==> src/rtl/uart_pkg.sv <==
// Shared types and constants for the 8N1 console UART transmitter.
package uart_pkg;

  typedef enum logic [1:0] {
    IDLE,
    START,
    DATA,
    STOP
  } uart_state_e;

  localparam int unsigned FRAME_BITS = 10;
  localparam int unsigned DATA_BITS  = 8;

  function automatic int unsigned calc_div(input int unsigned clk_freq_hz,
                                           input int unsigned baud_rate);
    return clk_freq_hz / baud_rate;
  endfunction

endpackage

==> src/rtl/uart_baud_tick.sv <==
// Bit-period counter: counts 0..DIV-1 while running, raises a one-cycle tick
// during the last cycle of every bit so the FSM advances on the boundary edge.
module uart_baud_tick
  import uart_pkg::*;
#(
  parameter int unsigned DIV = 217
) (
  input  logic i_clk,
  input  logic i_rst,
  input  logic i_run,
  input  logic i_clear,
  output logic o_bit_done
);

  localparam int unsigned CNT_W = (DIV > 1) ? $clog2(DIV) : 1;

  logic [CNT_W-1:0] cnt_q, cnt_d;
  logic             done_q, done_d;

  // The tick is registered from the next count, so it lines up with cnt_q == DIV-1.
  always_comb begin
    cnt_d  = cnt_q;
    done_d = 1'b0;
    if (i_clear || !i_run) begin
      cnt_d = '0;
    end else if (cnt_q == CNT_W'(DIV - 1)) begin
      cnt_d = '0;
    end else begin
      cnt_d = cnt_q + CNT_W'(1);
    end
    done_d = (cnt_d == CNT_W'(DIV - 1));
  end

  always_ff @(posedge i_clk or posedge i_rst) begin
    if (i_rst) begin
      cnt_q  <= '0;
      done_q <= 1'b0;
    end else begin
      cnt_q  <= cnt_d;
      done_q <= done_d;
    end
  end

  assign o_bit_done = done_q;

endmodule

==> src/rtl/uart_byte_emitter.sv <==
// Transmit-only 8N1 UART serializer for the SoC console; LSB first, line idles high.
module uart_byte_emitter
  import uart_pkg::*;
#(
  parameter int unsigned clk_freq_hz = 50_000_000,
  parameter int unsigned baud_rate   = 230_400
) (
  input  logic                 i_clk,
  input  logic                 i_rst,
  input  logic [DATA_BITS-1:0] i_data,
  input  logic                 i_valid,
  output logic                 o_ready,
  output logic                 o_uart_tx
);

  localparam int unsigned DIV   = calc_div(clk_freq_hz, baud_rate);
  localparam int unsigned IDX_W = $clog2(DATA_BITS);

  if (DIV < 2) begin : g_div_check
    $error("uart_byte_emitter: clk_freq_hz / baud_rate must be at least 2");
  end
  if (FRAME_BITS != DATA_BITS + 2) begin : g_frame_check
    $error("uart_byte_emitter: frame must be start + data + one stop bit");
  end

  uart_state_e          state_q, state_d;
  logic [DATA_BITS-1:0] shreg_q, shreg_d;
  logic [IDX_W-1:0]     bit_idx_q, bit_idx_d;
  logic                 tx_q, tx_d;
  logic                 ready_q, ready_d;
  logic                 accept;
  logic                 bit_done;

  assign accept = i_valid && ready_q;

  uart_baud_tick #(
    .DIV(DIV)
  ) u_baud (
    .i_clk      (i_clk),
    .i_rst      (i_rst),
    .i_run      (state_q != IDLE),
    .i_clear    (accept),
    .o_bit_done (bit_done)
  );

  // Next-state and next-output; tx/ready are loaded one edge ahead so they come straight off flops.
  always_comb begin
    state_d   = state_q;
    shreg_d   = shreg_q;
    bit_idx_d = bit_idx_q;
    tx_d      = tx_q;
    ready_d   = ready_q;
    case (state_q)
      IDLE: begin
        if (accept) begin
          shreg_d   = i_data;
          bit_idx_d = '0;
          tx_d      = 1'b0;
          ready_d   = 1'b0;
          state_d   = START;
        end
      end
      START: begin
        if (bit_done) begin
          tx_d    = shreg_q[0];
          state_d = DATA;
        end
      end
      DATA: begin
        if (bit_done) begin
          if (bit_idx_q == IDX_W'(DATA_BITS - 1)) begin
            tx_d    = 1'b1;
            state_d = STOP;
          end else begin
            tx_d      = shreg_q[1];
            shreg_d   = {1'b0, shreg_q[DATA_BITS-1:1]};
            bit_idx_d = bit_idx_q + IDX_W'(1);
          end
        end
      end
      STOP: begin
        if (bit_done) begin
          ready_d = 1'b1;
          state_d = IDLE;
        end
      end
      default: state_d = IDLE;
    endcase
  end

  always_ff @(posedge i_clk or posedge i_rst) begin
    if (i_rst) begin
      state_q   <= IDLE;
      shreg_q   <= '0;
      bit_idx_q <= '0;
      tx_q      <= 1'b1;
      ready_q   <= 1'b1;
    end else begin
      state_q   <= state_d;
      shreg_q   <= shreg_d;
      bit_idx_q <= bit_idx_d;
      tx_q      <= tx_d;
      ready_q   <= ready_d;
    end
  end

  assign o_ready   = ready_q;
  assign o_uart_tx = tx_q;

endmodule

==> config.mk <==
export PLATFORM = sky130hd
export DESIGN_NAME = uart_byte_emitter
export DESIGN_NICKNAME = d
export VERILOG_FILES = /design/src/rtl/uart_pkg.sv /design/src/rtl/uart_baud_tick.sv /design/src/rtl/uart_byte_emitter.sv
export SDC_FILE = /design/constraint.sdc
export NUM_CORES = 1
export LEC_CHECK = 0
export CORE_AREA = 2 2 53 55
export DETAILED_ROUTE_END_ITERATION = 12
export DIE_AREA = 0 0 55 57
export DONT_BUFFER_PORTS = 1
export PLACE_DENSITY = 0.79
export SETUP_SLACK_MARGIN = 0.4
export SLEW_MARGIN = 40
export SYNTH_ARGS = -nofsm -noshare
export SYNTH_HDL_FRONTEND = slang
export SYNTH_SLANG_ARGS = --single-unit
==> constraint.sdc <==
create_clock -name i_clk -period 3.05 [get_ports i_clk]
set_clock_uncertainty 0.2 [all_clocks]
set_input_delay 0.7625 -clock i_clk [delete_from_list [all_inputs] [get_ports i_clk]]
set_output_delay 0.7625 -clock i_clk [all_outputs]
set_load 0.01 [all_outputs]
# Yosys cells after proc, flatten, opt, wreduce, memory -nomap -nowiden
# Index checks and enable logic that the tools add are counted.
# Widths: inputs -> output; s select.
[word_totals]
ff_bits = 24
memories = 0
mem_bits_rw = 0
latch_bits = 0
inputBits = 11
romBits = 0
[op_classes]
div_mod_pow = 0
add_sub_neg = 2
shift = 0
order_cmp = 0
muxes = 23
n_mul = 0
bitwise_logic = 0
reduce_logical = 12
eq_ne = 12
[op_table]
columns = ["operator", "n"]
rows = [
  ["$mux 8", 5],
  ["$eq 8x8->1 const B", 2],
  ["$pmux 8 s2", 1],
  ["$mux 2", 5],
  ["$mux 3", 3],
  ["$add 8x1->8 const B", 1],
  ["$ne 2x1->1 const B", 4],
  ["$pmux 2 s4", 1],
  ["$reduce_and 4->1", 2],
  ["$pmux 3 s2", 1],
  ["$reduce_bool 2->1", 3],
  ["$mux 1", 5],
  ["$reduce_and 5->1", 1],
  ["$eq 2x2->1 const B", 2],
  ["$ne 2x2->1 const B", 2],
  ["$add 3x1->3 const B", 1],
  ["$eq 3x3->1 const B", 1],
  ["$pmux 1 s3", 1],
  ["$reduce_and 3->1", 1],
  ["$reduce_bool 3->1", 1],
  ["$eq 2x1->1 const B", 1],
  ["$logic_not 2->1", 1],
  ["$pmux 1 s2", 1],
  ["$logic_and 1x1->1", 1],
  ["other kinds (2)", 2],
]

# Depth between registers and ports, before layout
[depth]
ltp_word = 5
mapped_depth = 8
depth_no_buf = 6

# Hierarchy
# A second synthesis with hierarchy kept.
[hier_totals]
hier_cells = 124
hier_area_um2 = 1418.9
[by_module_without_submodules]
columns = ["mod", "cells_per_inst", "seq_area_each_um2", "area_each_um2", "instances"]
rows = [
  ["uart_byte_emitter", 74, 377.9, 920.9, 1],
  ["uart_baud_tick", 50, 225.2, 498.0, 1],
]

# Worst setup path before layout
# No wires, ideal clock.
[synth_path]
kind = "input port to flip-flop"
from = "in i_valid"
to = "reg u_baud.done_q, in the netlist u_baud.o_bit_done"
setup_time_ns = 0.096
stages = 4
arrival_time_ns = 1.803
path_slack_ns = 0.951
path_buffers = 0
path_cell_list = "a21o_1 > a41o_2 > or4_4 > nor4_2"
[synth_between]
elab_chain_cells = 4
[synth_rtl]
columns = ["element", "line_no", "text"]
rows = [
  ["from (decl)", "uart_byte_emitter.sv:11", "input logic i_valid,"],
  ["$logic_and 1x1->1", "uart_byte_emitter.sv:34", "assign accept = i_valid && ready_q;"],
  ["$logic_or 1x1->1", "uart_baud_tick.sv:24", "if (i_clear || !i_run) begin"],
  ["$mux 8", "uart_baud_tick.sv:24", ""],
  ["$eq 8x8->1", "uart_baud_tick.sv:31", "done_d = (cnt_d == CNT_W'(DIV - 1));"],
  ["net u_baud.done_d", "uart_baud_tick.sv:18", "logic done_q, done_d;"],
  ["to (signal assigned)", "uart_baud_tick.sv:40", "done_q <= done_d;"],
  ["to (decl)", "uart_baud_tick.sv:18", ""],
]
# The timed path passes the listed nets, and every way through them passes these cells.
# A chain may end at the register's enable or synchronous reset.

# Final worst setup path
[layout_path]
from = "reg state_q[0]"
to = "reg u_baud.done_q, in the netlist u_baud.o_bit_done"
[layout_between]
elab_chain_cells = 5
[layout_rtl]
columns = ["element", "line_no", "text"]
rows = [
  ["from (decl)", "uart_byte_emitter.sv:26", "uart_state_e state_q, state_d;"],
  ["from (signal assigned)", "uart_byte_emitter.sv:99", "state_q <= state_d;"],
  ["$reduce_bool 2->1", "uart_byte_emitter.sv:41", ".i_run (state_q != IDLE),"],
  ["$logic_not 1->1", "uart_baud_tick.sv:24", ""],
  ["$logic_or 1x1->1", "uart_baud_tick.sv:24", ""],
  ["$mux 8", "uart_baud_tick.sv:24", ""],
  ["$eq 8x8->1", "uart_baud_tick.sv:31", ""],
  ["net u_baud.done_d", "uart_baud_tick.sv:18", ""],
]
# The timed path passes the listed nets, and every way through them passes these cells.

==> impl_metrics.toml <==
[synthesis]
avgSynthCellArea_um2 = 9.68
synth-edff-count = 0
synth.area.mux_share = 0.0746
synth-main-ff-cell = "dfrtp_1"
syn_nets = 161
synth-compound-area-share = 0.172
syn_area_um2 = 1380
synth-seq-cells = 24
ys_seq_area_frac = 0.439
yosys.area_share.xor_xnor = 0.0318
synthAdderAreaFrac = 0.0728
netlist_instances = 142
async_reset_ff_frac = 1.00
synth_top_family_by_area = "compound AO/OA/AOI/OAI gates"
ys_warn_count = 0
yosys.area_share.simple = 0.166
ys_types = 39

[sta]
worst_hold_slack_ns = 0.126
rsz0062_at_grt = "false"
period_share = 0.745
finalSetupViolCount = 0
maxSlewViolCount = 0
slew_headroom = 0.535
timing.final.crit_period_ns = 2.27
tns_ns = 0
max_freq_ghz = 0.440
finalHoldViolCount = 0
tightest_slew_ns = 0.698

[critical_path]
worstSetupPathType = "reg -> reg"
path_cells = "inv_1 -> ha_1 -> a21o_1 -> a41o_2 -> or4_4 -> nor4_2"
arrival_ns = 2.31
cp.required_ns = 3.08
endpoint_kind = "flip-flop"
cp_max_fo = 7
slowest_delay_ns = 0.49
startpoint_type = "flip-flop"
cp_slowest_cell = "or4_4"

[cts]
clk_pin_slew_worst_paths_ns = 0.14
cts_sinks = 24
h-tree-depth = 1
numCtsBuffers = 3
cts_setup_buffers = 0
cts_root_buffer = "clkbuf_4"
clockBufferDepth = 2
cts_tree = "built"
clkLatencyLatePin_ns = 0.33

[floorplanning]
io-pin-count = 13
core-area_um2 = 2620
start_util = 0.526
die_y_um = 57
dieArea_um2 = 3140
rows = 19
die_w_um = 55

[global_route]
antenna_found_initial = 0
grt_usage = 0.186
overflow = 0
grt_max_degree = 25
grt_pass1_vias = 955
grt_pass1_wl_um = 4280

[final_layout]
antenna_cells = 0
syn_to_final_growth_pct = 3.46
drive_gt1_frac = 0.120
layout_common_cells = "dfrtp_1, nor2_1, inv_1, a21oi_1, o21ai_0"
final_nets = 162
final_common_cell = "dfrtp_1"

[route]
drtPass1Iterations = 4
drt-initial-drc-count = 41
vias = 982
wl_per_cell_um = 13.9
routed_via_density = 5.68
antenna_left = 0
routed_wl_um = 2400
drc = 0

[outcome]
status = "finished, final reports clean"

[power]
leakage_nw = 0.675
power_per_cell_area_nw_per_um2 = 364
irDropWorstVdd_mv = 0.241

[job]
cap_viol_max_count = 0

[hold_path]
hold_class = "in -> async"

[place]
globalplace.congestion = 0.856
dp.final_hpwl_um = 1760
io_buffers = 0
[logic make-up after synthesis]
logic type	count (synthesis)
and+or+nand+nor	46
AOI/OAI and AO/OA	34
DFF	24
buffers and inverters	15
muxes	10
adders and majority gates	8
xor gates and xnor gates	5
[worst max-delay path: cells and delay by family, from the launching register on]
kind / cells / cell delay, ns
compound gates: 2 / 0.51
fa+ha+maj: 1 / 0.31
buf+inv: 1 / 0.09
flops: 1 / 0.41
simple gates: 2 / 0.65
[Yosys cell counts, drive strengths merged (3+ instances only)]
cell type	count	area, um^2
dfrtp	22	551
nor2	20	75.1
inv	11	41.3
a21oi	10	50.1
o21ai	9	45.0
ha	8	100
mux2i	8	80.1
nand2	8	30.0
xnor2	4	35.0
a22o	3	26.3
nand3	3	15.0
[state kept, by name (all words and copies together) (netlist names)]
register / count
bit_idx_q: 3
o_ready: 1
o_uart_tx: 1
shreg_q: 8
state_q: 2
u_baud.cnt_q: 8
u_baud.o_bit_done: 1
[layout make-up]
type / instances / area (um^2)
Sequential cell: 24 / 603
Fill cell: 239 / 1190
Clock buffer: 4 / 26.3
Multi-Input combinational cell: 103 / 713
Inverter: 11 / 41.3
Tap cell: 31 / 38.8
[where the power goes]
part	total [W]	switching, W	internal [W]
combinational	0.0000314	0.0000195	0.0000119
sequential	0.000335	0.00000808	0.000327
clock	0.000151	0.000100	0.0000514
[final timing paths]
path / depth (start not counted) / slack, ns / to / from
setup / recovery: 6 / 0.78 / u_baud.o_bit_done / state_q[0]
hold / removal: 1 / 0.13 / shreg_q[1] / i_rst
setup reg to reg: 6 / 0.78 / u_baud.o_bit_done / state_q[0]
hold reg to reg: 1 / 0.32 / u_baud.cnt_q[0] / u_baud.cnt_q[0]
max in group asynchronous: 1 / 2.15 / o_uart_tx / i_rst
min in group i_clk: 1 / 0.32 / u_baud.cnt_q[0] / u_baud.cnt_q[0]
[metal layers]
metal  track usage  part of all wire  routed length [um]  vias to the layer above
li1              -                 -                   -                      491
met4        0.0871             0.024                  57                        0
met5             0                 0                   0                        -
met2         0.276              0.45                1090                       18
met1         0.268              0.48                1160                      468
met3        0.0262             0.040                  96                        5
[per-stage QoR]
| stage | total power, W | cells | utilization | instance area (um^2) | setup WS (ns) |
|---|---|---|---|---|---|
| after global placement | 0.000371 | 169 | 0.533 | 1390 | 0.676 |
| after CTS | 0.000524 | 173 | 0.543 | 1420 | 0.563 |
| after detailed placement | 0.000373 | 169 | 0.533 | 1390 | 0.600 |
| after floorplan | 0.000366 | 142 | - | 1380 | 0.951 |
| final | 0.000518 | 173 | 0.544 | 1420 | 0.777 |
| after global routing | 0.000535 | 173 | 0.544 | 1420 | 0.578 |
[repair_timing]
item	CTS	global route
endpoints found under the setup margin	0	7
hold buffers	0	0
resized for setup	0	1
Note: power is estimated with default switching activity, not from simulation.
